==> src/rtl/mem_port_arbiter.sv <==
// mem_port_arbiter
//
// Shares one single-port, fixed-latency memory between instruction fetch and
// the data (load/store) stage. One access is in flight at a time. Data wins
// arbitration unless fetch has been passed over STARVE_MAX times in a row.
//
// Ports:
//   clk_i, rstN_i                       clock, async active-low reset
//   ifReq_i, ifAddr_i                   fetch read request and address
//   ifGnt_o, ifValid_o, ifData_o        fetch accept pulse, data-valid pulse, data
//   dReq_i, dWe_i, dAddr_i, dWdata_i    data request (load or store)
//   dGnt_o, dValid_o, dData_o           data accept pulse, done pulse, load data
//   memEn_o, memWe_o, memAddr_o,
//   memWdata_o, memRdata_i              memory command and read data
//   busy_o                              high while an access is in progress
module mem_port_arbiter #(
    parameter int unsigned ADDR_W     = 32,
    parameter int unsigned DATA_W     = 32,
    parameter int unsigned MEM_LAT    = 2,
    parameter int unsigned STARVE_MAX = 4
) (
    input  logic              clk_i,
    input  logic              rstN_i,
    input  logic              ifReq_i,
    input  logic [ADDR_W-1:0] ifAddr_i,
    output logic              ifGnt_o,
    output logic              ifValid_o,
    output logic [DATA_W-1:0] ifData_o,
    input  logic              dReq_i,
    input  logic              dWe_i,
    input  logic [ADDR_W-1:0] dAddr_i,
    input  logic [DATA_W-1:0] dWdata_i,
    output logic              dGnt_o,
    output logic              dValid_o,
    output logic [DATA_W-1:0] dData_o,
    output logic              memEn_o,
    output logic              memWe_o,
    output logic [ADDR_W-1:0] memAddr_o,
    output logic [DATA_W-1:0] memWdata_o,
    input  logic [DATA_W-1:0] memRdata_i,
    output logic              busy_o
);

    localparam logic [2:0] LatInit   = 3'(MEM_LAT - 1);
    localparam logic [3:0] StarveMax = 4'(STARVE_MAX);

    typedef enum logic [1:0] {StIdle, StIssue, StWait, StDone} stateT;

    stateT      state;
    logic [2:0] latCnt;
    logic [3:0] starveCnt;
    logic       ownerIsFetch;
    logic       weLatched;
    logic       grantFetch;

    // Fetch wins only when alone or when it has been starved long enough.
    assign grantFetch = ifReq_i && (!dReq_i || (starveCnt == StarveMax));

    always_ff @(posedge clk_i or negedge rstN_i) begin
        if (!rstN_i) begin
            state        <= StIdle;
            latCnt       <= 3'd0;
            starveCnt    <= 4'd0;
            ownerIsFetch <= 1'b0;
            weLatched    <= 1'b0;
            ifGnt_o      <= 1'b0;
            ifValid_o    <= 1'b0;
            ifData_o     <= '0;
            dGnt_o       <= 1'b0;
            dValid_o     <= 1'b0;
            dData_o      <= '0;
            memEn_o      <= 1'b0;
            memWe_o      <= 1'b0;
            memAddr_o    <= '0;
            memWdata_o   <= '0;
            busy_o       <= 1'b0;
        end else begin
            // Pulse outputs default low; each state raises only its own.
            ifGnt_o   <= 1'b0;
            dGnt_o    <= 1'b0;
            ifValid_o <= 1'b0;
            dValid_o  <= 1'b0;
            memEn_o   <= 1'b0;
            memWe_o   <= 1'b0;

            unique case (state)
                StIdle: begin
                    if (ifReq_i || dReq_i) begin
                        state        <= StIssue;
                        busy_o       <= 1'b1;
                        ownerIsFetch <= grantFetch;
                        weLatched    <= grantFetch ? 1'b0 : dWe_i;
                        memEn_o      <= 1'b1;
                        memWe_o      <= grantFetch ? 1'b0 : dWe_i;
                        memAddr_o    <= grantFetch ? ifAddr_i : dAddr_i;
                        memWdata_o   <= grantFetch ? '0 : dWdata_i;
                        ifGnt_o      <= grantFetch;
                        dGnt_o       <= !grantFetch;
                        if (!grantFetch && ifReq_i) begin
                            if (starveCnt != StarveMax) begin
                                starveCnt <= starveCnt + 4'd1;
                            end
                        end else begin
                            starveCnt <= 4'd0;
                        end
                    end
                end
                StIssue: begin
                    latCnt <= LatInit;
                    state  <= StWait;
                end
                StWait: begin
                    if (latCnt == 3'd0) begin
                        state <= StDone;
                        if (ownerIsFetch) begin
                            ifData_o  <= memRdata_i;
                            ifValid_o <= 1'b1;
                        end else begin
                            // Stores complete without touching the load data register.
                            if (!weLatched) begin
                                dData_o <= memRdata_i;
                            end
                            dValid_o <= 1'b1;
                        end
                    end else begin
                        latCnt <= latCnt - 3'd1;
                    end
                end
                StDone: begin
                    state  <= StIdle;
                    busy_o <= 1'b0;
                end
                default: state <= StIdle;
            endcase
        end
    end

endmodule

==> config.mk <==
export PLATFORM = sky130hd
export DESIGN_NAME = mem_port_arbiter
export DESIGN_NICKNAME = d
export VERILOG_FILES = /design/src/rtl/mem_port_arbiter.sv
export SDC_FILE = /design/constraint.sdc
export NUM_CORES = 1
export LEC_CHECK = 0
export CAP_MARGIN = 40
export CELL_PAD_IN_SITES_DETAIL_PLACEMENT = 1
export CELL_PAD_IN_SITES_GLOBAL_PLACEMENT = 1
export CORE_MARGIN = 2
export CORE_UTILIZATION = 29
export CTS_CLUSTER_DIAMETER = 120
export DETAILED_ROUTE_END_ITERATION = 6
export GPL_TIMING_DRIVEN = 0
export PLACE_DENSITY_LB_ADDON = 0.25
export SLEW_MARGIN = 20
export SYNTH_ARGS = -nofsm -noshare
export SYNTH_HDL_FRONTEND = slang
export SYNTH_SLANG_ARGS = --single-unit
==> constraint.sdc <==
create_clock -name clk_i -period 1.8 [get_ports clk_i]
set_input_delay 0.18 -clock clk_i [delete_from_list [all_inputs] [get_ports clk_i]]
set_output_delay 0.18 -clock clk_i [all_outputs]
set_load 0.02 [all_outputs]
==> run_summary.xml <==
<?xml version="1.0" encoding="UTF-8"?>
<metrics>
  <group name="yosys">
    <metric name="netlist_instances" unit="">413</metric>
    <metric name="ys.warnings.count" unit="">0</metric>
    <metric name="ys_types" unit="">38</metric>
    <metric name="synth_seq_area_share" unit="%">62.49</metric>
    <metric name="synthesis.area_per_instance" unit="sq um">14.16</metric>
    <metric name="asyncSetResetFlopFracSynth" unit="%">100.0</metric>
    <metric name="post-synth-top-area-cell" unit="">dfrtp_1</metric>
    <metric name="top_area_cell_type_share_of_the_netlist_area" unit="%">62.49</metric>
    <metric name="syn_area" unit="sq um">5847</metric>
    <metric name="synth_area_leaders" unit="">dfrtp_1 62%, mux2_2 12%, a22o_1 5.1%</metric>
    <metric name="synth.ff_latch_count" unit="">146</metric>
    <metric name="count_of_flip_flops_with_a_built_in_enable_after_synthesis" unit="">0</metric>
    <metric name="synth-main-ff-cell" unit="">dfrtp_1</metric>
    <metric name="syn-num-nets" unit="">555</metric>
  </group>
  <group name="worst_setup_path">
    <metric name="worstRegToRegCells" unit="">8</metric>
    <metric name="cp_max_fo" unit="">5</metric>
    <metric name="setup.reg_to_reg.worst_slack" unit="ns">-0.007</metric>
    <metric name="setup.worst_path.end_class" unit="">register</metric>
    <metric name="worst-setup-path-type" unit="">register to register</metric>
    <metric name="worstPathArrival" unit="ns">2.11</metric>
    <metric name="worstPathRequired" unit="ns">2.10</metric>
    <metric name="r2r_start" unit="">latCnt[0]</metric>
    <metric name="worst_r2r_endpoint" unit="">dData_o[7]</metric>
    <metric name="sort_of_element_at_the_start_of_the_critical_path" unit="">register</metric>
  </group>
  <group name="timing">
    <metric name="setup-violations-final" unit="">5</metric>
    <metric name="setup_total_negative_slack" unit="ns">-0.02306</metric>
    <metric name="grt_setup_unrepaired" unit="">true</metric>
    <metric name="timing.final.ws_setup" unit="ns">-0.007315</metric>
    <metric name="final_slew_violations" unit="">0</metric>
    <metric name="report.final.hold_viol_count" unit="">0</metric>
    <metric name="fin_skew" unit="ns">0.007520</metric>
    <metric name="timing.fmax" unit="MHz">553.3</metric>
    <metric name="min_period_over_period" unit="%">100.4</metric>
    <metric name="slew_headroom" unit="%">62.56</metric>
    <metric name="tightestPinTransition" unit="ns">0.5616</metric>
    <metric name="period_needed" unit="ns">1.807</metric>
  </group>
  <group name="worst_hold_path">
    <metric name="worstHoldPathType" unit="">primary input to async pin</metric>
  </group>
  <group name="floorplanning">
    <metric name="starting_utilization_of_the_core_area" unit="%">29.75</metric>
    <metric name="die_width" unit="um">146.0</metric>
    <metric name="row_cnt" unit="">51</metric>
    <metric name="dieArea" unit="sq um">21310</metric>
    <metric name="boundaryPins" unit="">268</metric>
    <metric name="die_height" unit="um">146.0</metric>
    <metric name="fp.coreArea" unit="sq um">19650</metric>
  </group>
  <group name="cells_and_area">
    <metric name="syn2layout_area_growth" unit="%">68.74</metric>
    <metric name="final_nets" unit="">863</metric>
    <metric name="layout.cells.non_filler" unit="">1000</metric>
    <metric name="fillCellCount" unit="">2041</metric>
    <metric name="postLayoutCoreUtil" unit="%">50.20</metric>
    <metric name="final_layout_size_suffix_gt1_share" unit="%">21.93</metric>
  </group>
  <group name="pwr">
    <metric name="cellPowerDensity" unit="nW/um^2">1881</metric>
    <metric name="power.share.clock" unit="%">18.9</metric>
    <metric name="cellLeakagePower" unit="nW">4.188</metric>
    <metric name="combinationalPowerShare" unit="%">49.8</metric>
    <metric name="p_sw_share" unit="%">36.56</metric>
    <metric name="seqPwrFrac" unit="%">31.3</metric>
    <metric name="worst_ir_drop_vdd" unit="mV">0.7617</metric>
    <metric name="p_sw" unit="W">0.006785</metric>
    <metric name="internal_power" unit="W">0.01177</metric>
  </group>
  <group name="global_route">
    <metric name="grt_util_all_layers" unit="%">18.12</metric>
    <metric name="pin_count_of_the_biggest_net_entering_global_routing" unit="">77</metric>
    <metric name="antenna_violations_before_repair" unit="">1</metric>
    <metric name="first_global_vias" unit="">5309</metric>
    <metric name="global_route_wire_length_before_repair" unit="mm">29.99</metric>
    <metric name="globalRoute.totalOverflow" unit="">0</metric>
  </group>
  <group name="clock_network">
    <metric name="clk_latency_worst_skew_pair" unit="ns">0.42</metric>
    <metric name="ctsLongestPathBuffers" unit="">2</metric>
    <metric name="tritoncts_clock_tree" unit="">built</metric>
    <metric name="clock-sinks" unit="">146</metric>
    <metric name="cts_buffers" unit="">17</metric>
    <metric name="cts_root_buffer" unit="">clkbuf_16</metric>
    <metric name="htree_num_levels" unit="">4</metric>
    <metric name="clkTransAtPathRegs" unit="ns">0.06</metric>
  </group>
  <group name="placed_design">
    <metric name="detailed_place_hpwl" unit="mm">14.11</metric>
    <metric name="port_buffers" unit="">267</metric>
    <metric name="place.detailed.instances" unit="">946</metric>
    <metric name="gpl.final_weighted_congestion" unit="">0.7556</metric>
  </group>
  <group name="route">
    <metric name="drt_iter0_markers" unit="">133</metric>
    <metric name="totalWireLength" unit="mm">19.27</metric>
    <metric name="dr.pass1.iters" unit="">5</metric>
    <metric name="drt_drc_violations_left" unit="">0</metric>
    <metric name="final_antenna_net_count" unit="">0</metric>
    <metric name="dr_total_vias" unit="">4709</metric>
    <metric name="avgViaCountPerCell" unit="">4.709</metric>
    <metric name="wl_per_cell" unit="um">19.27</metric>
  </group>
  <group name="status">
    <metric name="violations" unit="">negative setup slack</metric>
    <metric name="status" unit="">finished with violations</metric>
  </group>
  <group name="job">
    <metric name="cap_violations" unit="">0</metric>
  </group>
</metrics>
per-layer routing:
layer  up-vias  routed length, um  track usage [%]
met5         -                  0                0
met4         0                235            6.068
met3        19               1342            5.486
met2       201               9761            31.51
met1      2349               7927            21.39
li1       2140                  -                -
kinds of logic (layout without fill, tap and decap cells):
kind of cell	count (synthesis)	count (layout)	synth area share (%)
flops	146	146	62.49
compound gates	84	84	12.03
mux	69	69	13.20
simple gates	68	68	6.955
buf+inv	36	357	3.253
fa+ha+maj	9	9	1.926
xor+xnor	1	1	0.1498
other cells	0	1	0
synthesized netlist by cell type (7+ instances only):
master / number
buf_2: 14
inv_1: 10
nor2_1: 11
dfrtp_1: 146
and2_1: 26
a22o_1: 34
o21ai_0: 8
a31oi_1: 8
a221o_1: 24
ha_1: 9
nand3_1: 9
mux2_2: 64
clkbuf_1: 7
state kept, by name, summed over array words and instances, names as in the netlist:
name and flops:
memEn_o 1, ifValid_o 1, weLatched 1, ownerIsFetch 1
memWe_o 1, ifData_o 32, starveCnt 4, dValid_o 1
latCnt 3, memWdata_o 32, dGnt_o 1, state 2
ifGnt_o 1, dData_o 32, busy_o 1, memAddr_o 32
stage by stage:
step / power, W / area [sq um] / hold WS (ns) / setup WS (ns)
floorplan: 0.01015 / 5847 / -0.1156 / -0.03392
global placement: 0.01421 / 8851 / 0.4692 / -5.315
detailed placement: 0.01456 / 8884 / 0.1931 / -0.5220
CTS: 0.01858 / 9734 / 0.3218 / -0.1047
global route: 0.01960 / 9866 / 0.3447 / -0.1062
finish: 0.01856 / 9866 / 0.3047 / -0.007315
placed cells by master, fill, tap and decap left out, drive strengths merged, types with 11 or more instances in the layout:
cell / Yosys / final
clkdlybuf4s50: 0 / 266
dfrtp: 146 / 146
mux2: 65 / 65
buf: 19 / 40
a22o: 34 / 34
and2: 26 / 26
clkbuf: 7 / 26
a221o: 24 / 24
inv: 10 / 19
nor2: 11 / 11
area by class of cell:
class                           count  area, sq um  area share [%]
Clock inverter                     14        143.9           1.458
Multi-Input combinational cell    231         2137           21.66
Tap cell                          265        331.6           3.361
Inverter                           10        37.54          0.3805
Timing Repair Buffer              291         2929           29.69
Sequential cell                   146         3654           37.03
Antenna cell                        1        2.502         0.02536
Buffer                             24        191.4           1.940
Clock buffer                       18        439.2           4.451
power by group through the flow:
stage | Sequential (W) | Combinational, W | Clock, W
after global routing | 0.00602 | 0.00981 | 0.00376
after floorplan | 0.00752 | 0.00262 | 0
after CTS | 0.00581 | 0.00914 | 0.00362
after detailed placement | 0.00583 | 0.00873 | 0
final | 0.00582 | 0.00923 | 0.00351
after global placement | 0.00573 | 0.00848 | 0
worst max-delay path, cell delays in order (launching register included):
cell and delay, ns:
dfrtp_1 0.40, inv_2 0.10, ha_4 0.15, nand3b_1 0.13, nor3_4 0.19, buf_6 0.13
buf_6 0.12, clkbuf_16 0.14, mux2_2 0.32
what timing repair did:
action                     4_1_cts  5_1_grt
setup endpoints to repair      141      117
hold endpoints to repair        70        0
gates cloned                     1        1
setup buffers                   10       11
hold buffers                     1        0
gates resized for setup         46       21
pin swaps                        1        7
worst max path at each step:
stage / start / endpoint / depth (start not counted)
CTS: state[0] / dData_o[8] / 9
floorplan: state[0] / dData_o[10] / 7
detailed placement: ifReq_i / starveCnt[2] / 6
global route: latCnt[0] / dData_o[5] / 8
finish: latCnt[0] / dData_o[7] / 8
global placement: rstN_i / memAddr_o[14] / 1
Power figures use the tool's default switching activity.
